### src/rtl/fp_stage_pkg.sv
// Shared definitions for the floating-point add stage: HardFloat flag layout and
// error-bit indices used by the result buffer.
package fp_stage_pkg;

    localparam int unsigned FLAG_W = 5;

    localparam int unsigned FLAG_INVALID   = 4;
    localparam int unsigned FLAG_INFINITE  = 3;
    localparam int unsigned FLAG_OVERFLOW  = 2;
    localparam int unsigned FLAG_UNDERFLOW = 1;
    localparam int unsigned FLAG_INEXACT   = 0;

    typedef logic [FLAG_W-1:0] flags_t;

    localparam int unsigned ERR_W        = 2;
    localparam int unsigned ERR_DROP     = 0;
    localparam int unsigned ERR_SPURIOUS = 1;

endpackage

### src/rtl/fp_result_buffer.sv
// Credit-managed FIFO behind the fixed-latency adder: captures results and flags,
// tracks operations in flight and keeps sticky exception flags.
module fp_result_buffer
    import fp_stage_pkg::*;
#(
    parameter int unsigned expWidth = 8,
    parameter int unsigned sigWidth = 24,
    parameter int unsigned DEPTH    = 8,
    parameter int unsigned LATENCY  = 4
) (
    input  logic                               clk,
    input  logic                               reset,
    input  logic                               issue,
    output logic                               can_issue,
    input  logic                               res_done,
    input  logic [expWidth+sigWidth-1:0]       res_data,
    input  flags_t                             res_flags,
    output logic                               out_valid,
    input  logic                               out_ready,
    output logic [expWidth+sigWidth-1:0]       out_data,
    output flags_t                             out_flags,
    output flags_t                             sticky_flags,
    input  logic                               clear_sticky,
    output logic [$clog2(DEPTH+1)-1:0]         count,
    output logic [ERR_W-1:0]                   err
);

    localparam int unsigned W  = expWidth + sigWidth;
    localparam int unsigned CW = $clog2(DEPTH + 1);
    localparam int unsigned PW = (DEPTH > 1) ? $clog2(DEPTH) : 1;
    // One extra bit so forced issues beyond the credit limit stay countable
    localparam int unsigned IW = CW + 1;

    if (DEPTH < LATENCY) begin : g_cfg_err
        $error("fp_result_buffer: DEPTH must be at least LATENCY");
    end

    typedef struct packed {
        logic [W-1:0] data;
        flags_t       flags;
    } entry_t;

    entry_t            mem_q [DEPTH];
    entry_t            mem_d [DEPTH];
    logic [PW-1:0]     wr_ptr_q, wr_ptr_d;
    logic [PW-1:0]     rd_ptr_q, rd_ptr_d;
    logic [CW-1:0]     count_q, count_d;
    logic [IW-1:0]     inflight_q, inflight_d;
    flags_t            sticky_q, sticky_d;
    logic [ERR_W-1:0]  err_q, err_d;

    logic push, pop, full, drop, spurious;

    function automatic logic [PW-1:0] ptr_inc(input logic [PW-1:0] p);
        return (p == PW'(DEPTH - 1)) ? '0 : p + PW'(1);
    endfunction

    always_comb begin
        mem_d      = mem_q;
        wr_ptr_d   = wr_ptr_q;
        rd_ptr_d   = rd_ptr_q;
        count_d    = count_q;
        inflight_d = inflight_q;
        err_d      = err_q;

        full     = (count_q == CW'(DEPTH));
        pop      = (count_q != '0) && out_ready;
        push     = res_done && (!full || pop);
        drop     = res_done && full && !pop;
        spurious = res_done && (inflight_q == '0);

        if (push) begin
            mem_d[wr_ptr_q] = '{data: res_data, flags: res_flags};
            wr_ptr_d        = ptr_inc(wr_ptr_q);
        end
        if (pop) begin
            rd_ptr_d = ptr_inc(rd_ptr_q);
        end

        if (push && !pop) begin
            count_d = count_q + CW'(1);
        end else if (pop && !push) begin
            count_d = count_q - CW'(1);
        end

        // A done with nothing outstanding is not allowed to take the counter below zero
        if (issue && !res_done && (inflight_q != '1)) begin
            inflight_d = inflight_q + IW'(1);
        end else if (!issue && res_done && (inflight_q != '0)) begin
            inflight_d = inflight_q - IW'(1);
        end else if (issue && res_done && (inflight_q == '0)) begin
            inflight_d = IW'(1);
        end

        sticky_d = (clear_sticky ? flags_t'(0) : sticky_q) | (push ? res_flags : flags_t'(0));

        err_d[ERR_DROP]     = err_q[ERR_DROP] | drop;
        err_d[ERR_SPURIOUS] = err_q[ERR_SPURIOUS] | spurious;
    end

    always_ff @(posedge clk or negedge reset) begin
        if (!reset) begin
            for (int i = 0; i < int'(DEPTH); i++) begin
                mem_q[i] <= '0;
            end
            wr_ptr_q   <= '0;
            rd_ptr_q   <= '0;
            count_q    <= '0;
            inflight_q <= '0;
            sticky_q   <= '0;
            err_q      <= '0;
        end else begin
            mem_q      <= mem_d;
            wr_ptr_q   <= wr_ptr_d;
            rd_ptr_q   <= rd_ptr_d;
            count_q    <= count_d;
            inflight_q <= inflight_d;
            sticky_q   <= sticky_d;
            err_q      <= err_d;
        end
    end

    // Outputs depend on registered state only; no path from res_* to the head
    assign can_issue    = ((IW+1)'(count_q) + (IW+1)'(inflight_q)) < (IW+1)'(DEPTH);
    assign out_valid    = (count_q != '0);
    assign out_data     = mem_q[rd_ptr_q].data;
    assign out_flags    = mem_q[rd_ptr_q].flags;
    assign sticky_flags = sticky_q;
    assign count        = count_q;
    assign err          = err_q;

endmodule

### config.mk
export PLATFORM = sky130hd
export DESIGN_NAME = fp_result_buffer
export DESIGN_NICKNAME = d
export VERILOG_FILES = /design/src/rtl/fp_stage_pkg.sv /design/src/rtl/fp_result_buffer.sv
export SDC_FILE = /design/constraint.sdc
export NUM_CORES = 1
export LEC_CHECK = 0
export BUFFER_PORTS_ARGS = -buffer_cell sky130_fd_sc_hd__buf_2
export CAP_MARGIN = 30
export CORE_MARGIN = 2
export CORE_UTILIZATION = 61
export CTS_CLUSTER_DIAMETER = 50
export DETAILED_ROUTE_END_ITERATION = 7
export PLACE_DENSITY = 0.8
export SETUP_SLACK_MARGIN = 0.15
export SYNTH_ARGS = -nofsm -noshare
export SYNTH_HDL_FRONTEND = slang
export SYNTH_SLANG_ARGS = --single-unit
### constraint.sdc
create_clock -name clk -period 3.55 [get_ports clk]
set_input_delay 0 -clock clk [delete_from_list [all_inputs] [get_ports clk]]
set_output_delay 0 -clock clk [all_outputs]
set_load 0.01 [all_outputs]
After elaboration in Yosys (flattened, before gate mapping)
Index checks and enable logic that the tools add are counted.
{"block": "totals", "reg_bits": 318, "in_bits": 43, "out_inout_bits": 50, "wordCells": 82}
{"block": "classes", "n_addsub": 7, "order_cmp": 4, "eq_ne": 4, "n_mux": 15, "n_bitwise": 5, "reduce_logical": 25}
{"operator": "296-bit bitwise mux", "n": 1}
{"operator": "37-bit binary-select mux with 3-bit select", "n": 1}
{"operator": "37-bit demux with 3-bit select", "n": 1}
{"operator": "37-bit two-way mux", "n": 3}
{"operator": "5-bit two-way mux", "n": 5}
{"operator": "1-bit logical AND", "n": 14}
{"operator": "4-bit greater-or-equal comparator, second input constant", "n": 2}
{"operator": "4-bit two-way mux", "n": 2}
{"operator": "3-bit inverter with 4-bit output", "n": 2}
{"operator": "3-bit by 1-bit adder with 3-bit output, second input constant", "n": 2}
{"operator": "4-bit by 5-bit adder with 6-bit output", "n": 1}
{"operator": "3-bit equality test, second input constant", "n": 2}
{"operator": "6-bit by 4-bit less-than comparator with 1-bit output, second input constant", "n": 1}
{"operator": "3-bit two-way mux", "n": 2}
{"operator": "5-bit by 1-bit adder with 5-bit output, second input constant", "n": 1}
{"operator": "1-bit zero test", "n": 5}
{"operator": "5-bit zero test", "n": 1}
{"operator": "5-bit != test, second input constant", "n": 1}
{"operator": "5-bit OR", "n": 1}
{"operator": "5-bit nonzero test", "n": 1}
{"operator": "5-bit by 1-bit subtractor with 5-bit output, second input constant", "n": 1}
{"operator": "4-bit by 1-bit adder with 4-bit output, second input constant", "n": 1}
{"operator": "4-bit equality test, second input constant", "n": 1}
{"operator": "4-bit by 1-bit less-than comparator with 1-bit output, second input constant", "n": 1}
{"operator": "6 further kinds", "n": 7}

Longest topological paths before layout
Gate-level depths: netlist (run 1).
{"block": "logic_depth", "word_depth": 8, "ltp_mapped": 11}

Worst setup path before layout (run 1)
No wires, ideal clock.
{"block": "synth_timing", "kind": "reg-to-reg", "start": "reg count_q[0], in the netlist count[0]", "end": "reg count_q[3], in the netlist count[3]", "setup_time_ns": 0.136, "t_arrival_ns": 2.635, "required_time_ns": 3.414, "path_slack_ns": 0.779, "stages_incl_launch_ff": 11, "n_path_buf": 2, "period_less_slack_ns": 2.771, "path_cell_list": "dfrtp_1 or3_1 o31a_1 buf_6 buf_6 ha_1 inv_1 ha_1 a21o_1 a2111oi_0 o31ai_1"}
{"block": "synth_between", "elab_chain_cells": 7, "word_cells_on_any_way": 15, "cone_classes": "2 x add/sub; 1 x eq/ne; 2 x mux; 10 x reduce/logical"}
{"element": "start: declaration", "line": "fp_result_buffer.sv:47", "rtl": "logic [CW-1:0] count_q, count_d;"}
{"element": "start signal: assignment", "line": "fp_result_buffer.sv:116", "rtl": "count_q <= count_d;"}
{"element": "4-bit equality test or 4-bit nonzero test (tied branches)", "line": "fp_result_buffer.sv:66, fp_result_buffer.sv:67"}
{"element": "1-bit zero test or 1-bit logical AND (tied branches)", "line": "fp_result_buffer.sv:68, fp_result_buffer.sv:67"}
{"element": "1-bit logical OR (*)", "line": "fp_result_buffer.sv:68", "rtl": "push = res_done && (!full || pop);"}
{"element": "1-bit logical AND (*)", "line": "fp_result_buffer.sv:68"}
{"element": "net push", "line": "fp_result_buffer.sv:52", "rtl": "logic push, pop, full, drop, spurious;"}
{"element": "1-bit zero test", "line": "fp_result_buffer.sv:82", "rtl": "end else if (pop && !push) begin"}
{"element": "1-bit logical AND", "line": "fp_result_buffer.sv:82"}
{"element": "2-bit nonzero test (no line)"}
The timed path passes the listed nets; every way through them passes the cells marked *. The select of a mux whose other input is x is not followed.
A chain may end at the register's enable or synchronous reset.

Worst setup path in the final report (run 1)
{"block": "layout_timing", "start": "reg count_q[3], in the netlist count[3]", "end": "reg count_q[3], in the netlist count[3]"}
{"block": "layout_between", "elab_chain_cells": 7, "word_cells_on_any_way": 15, "cone_classes": "2 x add/sub; 1 x eq/ne; 2 x mux; 10 x reduce/logical"}
{"element": "parallel branches: the longest is 7 deep, another holds 4-bit by 1-bit subtractor with 4-bit output"}
Parallel ways; which one is timed is not known. The select of a mux whose other input is x is not followed.

==> impl_metrics.py, run 1 <==
metrics = {
    "clock_tree": {
        "root_buffer": "clkbuf_16",
        "clk_pin_slew_ns": 0.06,
        "cts_tree": "yes",
        "numCtsBuffers": 34,
        "cts_max_level": 2,
        "clock_sinks": 318,
        "postCtsResizedCells": 0,
        "cts.path.max_buffers": 3,
        "clk-insertion-delay-late_ns": 0.51,
    },
    "floorplanning": {
        "die-width_um": 160,
        "placementRows": 57,
        "dieArea_sq_mm": 0.0256,
        "pin_count": 93,
        "initial_core_util_pct": 61.7,
        "die_h_um": 160,
        "core_area_sq_mm": 0.0241,
    },
    "logic_synthesis": {
        "synth_cell_type_count": 47,
        "synth_edf_count": 0,
        "netlist_area_sq_mm": 0.0149,
        "synth_seq_cells": 318,
        "yosysWarnings": 0,
        "async_flop_share_pct": 100,
        "synth_top_area_share_pct": 53.5,
        "syn_inst": 893,
        "syn_avg_cell_area_sq_um": 16.7,
        "yosysTopAreaCell": "dfrtp_1",
        "yosysSeqAreaShare_pct": 53.5,
        "synth_nets": 950,
        "synth_ff_type": "dfrtp_1",
        "synthTopCellsByArea": "dfrtp_1, mux2_2, mux4_2",
    },
    "timing": {
        "fin_worst_skew_ns": 0.0189,
        "rsz0062_at_grt": "false",
        "relSlewSlack_pct": 35.4,
        "fin_crit_sh_pct": 77.4,
        "tightest_slew_ns": 0.968,
        "drv_slew": 0,
        "fmax_mhz": 364,
        "setup_tns_ns": 0,
        "setup-violations-final": 0,
        "timing.final.ws_setup_ns": 0.802,
        "final-hold-violation-count": 0,
        "period_needed_ns": 2.75,
    },
    "global_route": {
        "antenna_found_initial": 0,
        "grt_overflow": 0,
        "grt_max_degree": 128,
        "grt_pass1_wl_mm": 46.7,
        "grt_usage_pct": 23.2,
        "grt_pass1_vias": 8749,
    },
    "worst_hold_path": {
        "min_path_type": "input pin to asynchronous set/reset pin",
    },
    "cells_and_area": {
        "antenna_cells": 0,
        "nets": 1078,
        "layout-drive-gt1-share_pct": 44.0,
        "final_common_cell": "dfrtp_1",
        "area_growth_pct": 14.0,
        "fill_cells": 1610,
        "final_util_pct": 70.3,
        "final_cell_mix": "dfrtp_1, mux2_2, mux2_1, buf_2, mux4_2",
    },
    "setup_path": {
        "reg2reg_from": "count[3]",
        "r2r_slack_ns": 0.80,
        "r2r_cells": 8,
        "crit_fanout": 7,
        "crit_type": "flop to flop",
        "endpoint_kind": "flop",
        "cp.arrival_ns": 3.11,
        "r2r_end": "count[3]",
        "start_kind": "flop",
        "worstPathRequired_ns": 3.92,
    },
    "power_and_ir_drop": {
        "p_total_mw": 16.6,
        "ir_drop_mv": 0.532,
        "p_leak_nw": 7.50,
        "power_density_mw_per_mm2": 976,
    },
    "detailed_routing": {
        "drtPass1Iterations": 6,
        "drcViolationCount": 0,
        "route.detailed.wl_per_inst_um": 20.9,
        "vias": 8116,
        "postRouteAntennaNets": 0,
        "drt-initial-drc-count": 376,
        "viasPerCell": 5.94,
        "wirelength_mm": 28.6,
    },
    "status": {
        "status": "complete, no violations",
    },
    "placement": {
        "dp_hpwl_mm": 16.3,
        "port-buffer-count": 92,
        "gp_routability_congestion": 0.758,
        "dp_slack_ns": 0.761,
    },
    "flow_run": {
        "cap_violations": 0,
    },
}
-- what timing repair did --
action	4_1_cts	5_1_grt
hold buffers	44	0
endpoints found under the hold margin	433	0
setup buffers	0	0
-- final cells by class --
| type | count | area [sq um] | share of cell area, % |
|---|---|---|---|
| repair buffers | 149 | 1110 | 6.54 |
| well taps | 324 | 405 | 2.39 |
| inverters | 11 | 41.3 | 0.243 |
| multi-input cells | 507 | 6360 | 37.5 |
| clock buffers | 47 | 971 | 5.73 |
| clock inverters | 10 | 108 | 0.635 |
| flip-flops and latches | 318 | 7970 | 47.0 |
-- where the power goes --
group | total, mW | internal, mW | leakage (nW) | switching, mW
clock | 3.44 | 2.06 | 0.536 | 1.39
sequential | 6.71 | 5.45 | 3.81 | 1.26
combinational | 6.40 | 3.96 | 3.16 | 2.44
-- per-stage QoR --
step	hold slack [ns]	cells	cell area [sq um]
6_report	0.162	1366	17000
5_1_grt	0.262	1366	17000
3_3_place_gp	0.171	1262	15400
4_1_cts	0.229	1365	16900
2_1_floorplan	-0.296	893	14900
3_5_place_dp	0.170	1264	15400
-- flip-flops by register name, summed over array words and instances, names as in the netlist --
signal / cells
err: 2
wr_ptr_q: 3
rd_ptr_q: 3
inflight_q: 5
mem_q: 296
count: 4
sticky_flags: 5
-- critical path: stages (launching register included) --
cell and delay, ns:
dfrtp_1 0.46, or4_1 0.56, nand2_1 0.21, ha_1 0.25, inv_1 0.13, ha_1 0.29, a21o_1 0.19, a2111oi_0 0.39
o31ai_1 0.14
-- cell families after synthesis --
| family | synth area share, % |
|---|---|
| flops | 53.5 |
| compound gates | 1.30 |
| simple gates | 2.25 |
| buf+inv | 3.94 |
| fa+ha+maj | 1.23 |
| mux | 37.6 |
| xor+xnor | 0.177 |
-- how the worst max path moves through the flow --
stage               slack, ns          to     start  depth (start not counted)
floorplan                0.78    count[3]  count[0]                         10
global placement         0.85    count[3]  count[2]                          8
detailed placement       0.76   mem_q[91]  count[0]                          5
CTS                      0.74  mem_q[101]  count[0]                          5
global route             0.64    count[3]  count[3]                          8
finish                   0.80    count[3]  count[3]                          8
-- synthesized netlist by cell type (6+ instances only) --
master and n:
buf_12 9, buf_2 12, buf_6 12, buf_8 6, clkbuf_1 15, dfrtp_1 318
ha_1 13, inv_1 11, mux2_1 121, mux2_2 187, mux2_4 30, mux4_2 74
nand2_1 13, nor3_1 6, o21ai_0 10
-- layer usage --
layer	vias to the layer above	share of wire (%)	GRT usage, %	wire length, um
li1	3595	-	-	-
met1	4329	46	32.2	13100
met2	142	49	38.4	13900
met3	50	3.4	3.51	972
met4	0	2.2	7.08	631
met5	-	0	0	0
No activity file was read; power rests on OpenSTA's default activity.
==> run 2: changes to the inputs <==
Settings changed: CORE_UTILIZATION 61 to 55, PLACE_DENSITY 0.8 to 0.76.
Clock period 3.55 ns to 2.4 ns, I/O delays scaled along.
==> run 2 against run 1 <==
  * Via count is 4.8% higher
  * Total power is 61% higher
  * Design area is 6.2% higher
  * Flip-flop and latch count stayed put
  * Sequential share of layout area is 2.7 points lower
  * Die area is 11% higher
  * First-iteration DRC count is 28% higher
  * Clock power is 45% higher
  * Routed wire length is 13% higher
  * Worst setup slack worse by 0.66 ns
  * Highest routed layer unchanged
==> impl_metrics.py, run 2 (synthesis results as in run 1) <==
metrics = {
    "status": {
        "status": "complete, no violations",
    },
    "timing": {
        "final-hold-violation-count": 0,
        "fin_crit_sh_pct": 94.1,
        "setup-violations-final": 0,
        "relSlewSlack_pct": 45.8,
        "timing.final.ws_setup_ns": 0.141,
        "fmax_mhz": 443,
        "fin_worst_skew_ns": 0.0311,
        "rsz0062_at_grt": "true",
        "tightest_slew_ns": 0.812,
        "drv_slew": 0,
        "period_needed_ns": 2.26,
    },
    "setup_path": {
        "start_kind": "flop",
        "crit_fanout": 3,
        "crit_type": "flop to flop",
        "cp.arrival_ns": 2.63,
        "endpoint_kind": "flop",
        "worstPathRequired_ns": 2.77,
        "r2r_slack_ns": 0.14,
    },
    "clock_tree": {
        "cts_max_level": 2,
        "clk-insertion-delay-late_ns": 0.52,
        "numCtsBuffers": 35,
        "clock_sinks": 318,
        "cts_tree": "yes",
        "cts.path.max_buffers": 3,
        "root_buffer": "clkbuf_16",
        "clk_pin_slew_ns": 0.06,
    },
    "floorplanning": {
        "placementRows": 60,
        "initial_core_util_pct": 55.7,
        "core_area_sq_mm": 0.0267,
        "pin_count": 93,
        "dieArea_sq_mm": 0.0284,
        "die-width_um": 168,
        "die_h_um": 168,
    },
    "detailed_routing": {
        "viasPerCell": 5.92,
        "drt-initial-drc-count": 483,
        "drtPass1Iterations": 4,
        "drcViolationCount": 0,
        "postRouteAntennaNets": 0,
        "vias": 8507,
        "route.detailed.wl_per_inst_um": 22.6,
        "wirelength_mm": 32.4,
    },
    "cells_and_area": {
        "final_cell_mix": "dfrtp_1, mux2_2, mux2_1, mux4_2, buf_2",
        "layout-drive-gt1-share_pct": 47.1,
        "antenna_cells": 0,
        "final-seq-area_sq_mm": 0.00797,
        "multi_input_area_sq_mm": 0.00648,
        "largest_reg_flops": 296,
        "final_common_cell": "dfrtp_1",
        "fill_cells": 1806,
        "final_util_pct": 67.4,
        "nets": 1128,
        "largest_register": "mem_q",
        "area_growth_pct": 21.1,
    },
    "global_route": {
        "grt_pass1_vias": 8978,
        "grt_overflow": 0,
        "grt_pass1_wl_mm": 49.6,
        "grt_max_degree": 79,
        "grt_usage_pct": 22.3,
        "antenna_found_initial": 0,
    },
    "placement": {
        "dp_slack_ns": 0.121,
        "port-buffer-count": 92,
        "dp_hpwl_mm": 18.2,
        "gp_routability_congestion": 0.768,
    },
    "worst_hold_path": {
        "min_path_type": "input pin to asynchronous set/reset pin",
    },
    "flow_run": {
        "cap_violations": 0,
    },
    "power_and_ir_drop": {
        "power_density_mw_per_mm2": 1480,
        "ir_drop_mv": 0.825,
        "p_leak_nw": 8.01,
    },
}
[run 2: cell count changes in the layout (fill, tap and decap cells not counted), sizes merged]
| cell | before | now |
|---|---|---|
| buf | 105 | 146 |
| clkbuf | 47 | 58 |
| bufinv | 2 | 1 |
| clkinvlp | 0 | 2 |
[run 2: path summary, 6_finish.rpt]
kind	startpoint	end	depth (start not counted)
setup / recovery	count[0]	count[3]	9
hold / removal	reset	err[1]	2
setup reg to reg	count[0]	count[3]	9
hold reg to reg	err[0]	err[0]	1
max in group asynchronous	reset	mem_q[226]	3
min in group clk	clear_sticky	sticky_flags[2]	3
[run 2: repair_timing]
| item | in CTS | in global routing |
|---|---|---|
| setup buffers | 1 | 5 |
| hold endpoints to repair | 626 | 0 |
| pin swaps | 5 | 2 |
| gates cloned | 1 | 11 |
| endpoints found under the setup margin | 72 | 102 |
| hold buffers | 44 | 0 |
| resized for setup | 8 | 49 |
[run 2: metal layers]
layer | vias to the layer above | wire [um] | track usage (%)
met4 | 0 | 838 | 5.70
met1 | 4540 | 14100 | 31.2
met5 | - | 0 | 0
met2 | 192 | 15900 | 37.3
met3 | 53 | 1580 | 3.27
li1 | 3722 | - | -
[run 2: layout make-up]
class | instances | area share (%)
clock buffer | 50 | 5.23
clock inverter | 11 | 0.674
inverter | 11 | 0.243
multi-input combinational | 507 | 36.0
sequential | 318 | 44.3
tap | 341 | 2.37
timing repair buffer | 198 | 11.2
[run 2: through the flow]
| stage | std cells | power [mW] | hold slack [ns] | cell area [sq um] | TNS [ns] |
|---|---|---|---|---|---|
| after floorplan | 893 | 16.9 | -0.296 | 14900 | -0.158 |
| after global placement | 1313 | 19.6 | -0.0323 | 15900 | 0 |
| after detailed placement | 1313 | 20.0 | -0.0346 | 15900 | 0 |
| after CTS | 1420 | 25.3 | 0.0207 | 17500 | 0 |
| after global routing | 1436 | 28.2 | 0.0418 | 18000 | 0 |
| final | 1436 | 26.7 | 0.0166 | 18000 | 0 |
[run 2: where the power goes]
group / internal (mW) / switching [mW] / leakage [nW] / total (mW)
sequential: 8.08 / 1.69 / 3.81 / 9.76
combinational: 7.40 / 4.51 / 3.69 / 11.9
clock: 2.88 / 2.13 / 0.510 / 5.00
[run 2: critical path, stage by stage (launching register included)]
cell and delay (ns):
dfrtp_2 0.41, or3_4 0.37, o31a_1 0.30, ha_4 0.19, inv_4 0.07, ha_4 0.19, a21o_1 0.19, a21oi_2 0.14
mux2i_1 0.19, o31ai_1 0.09
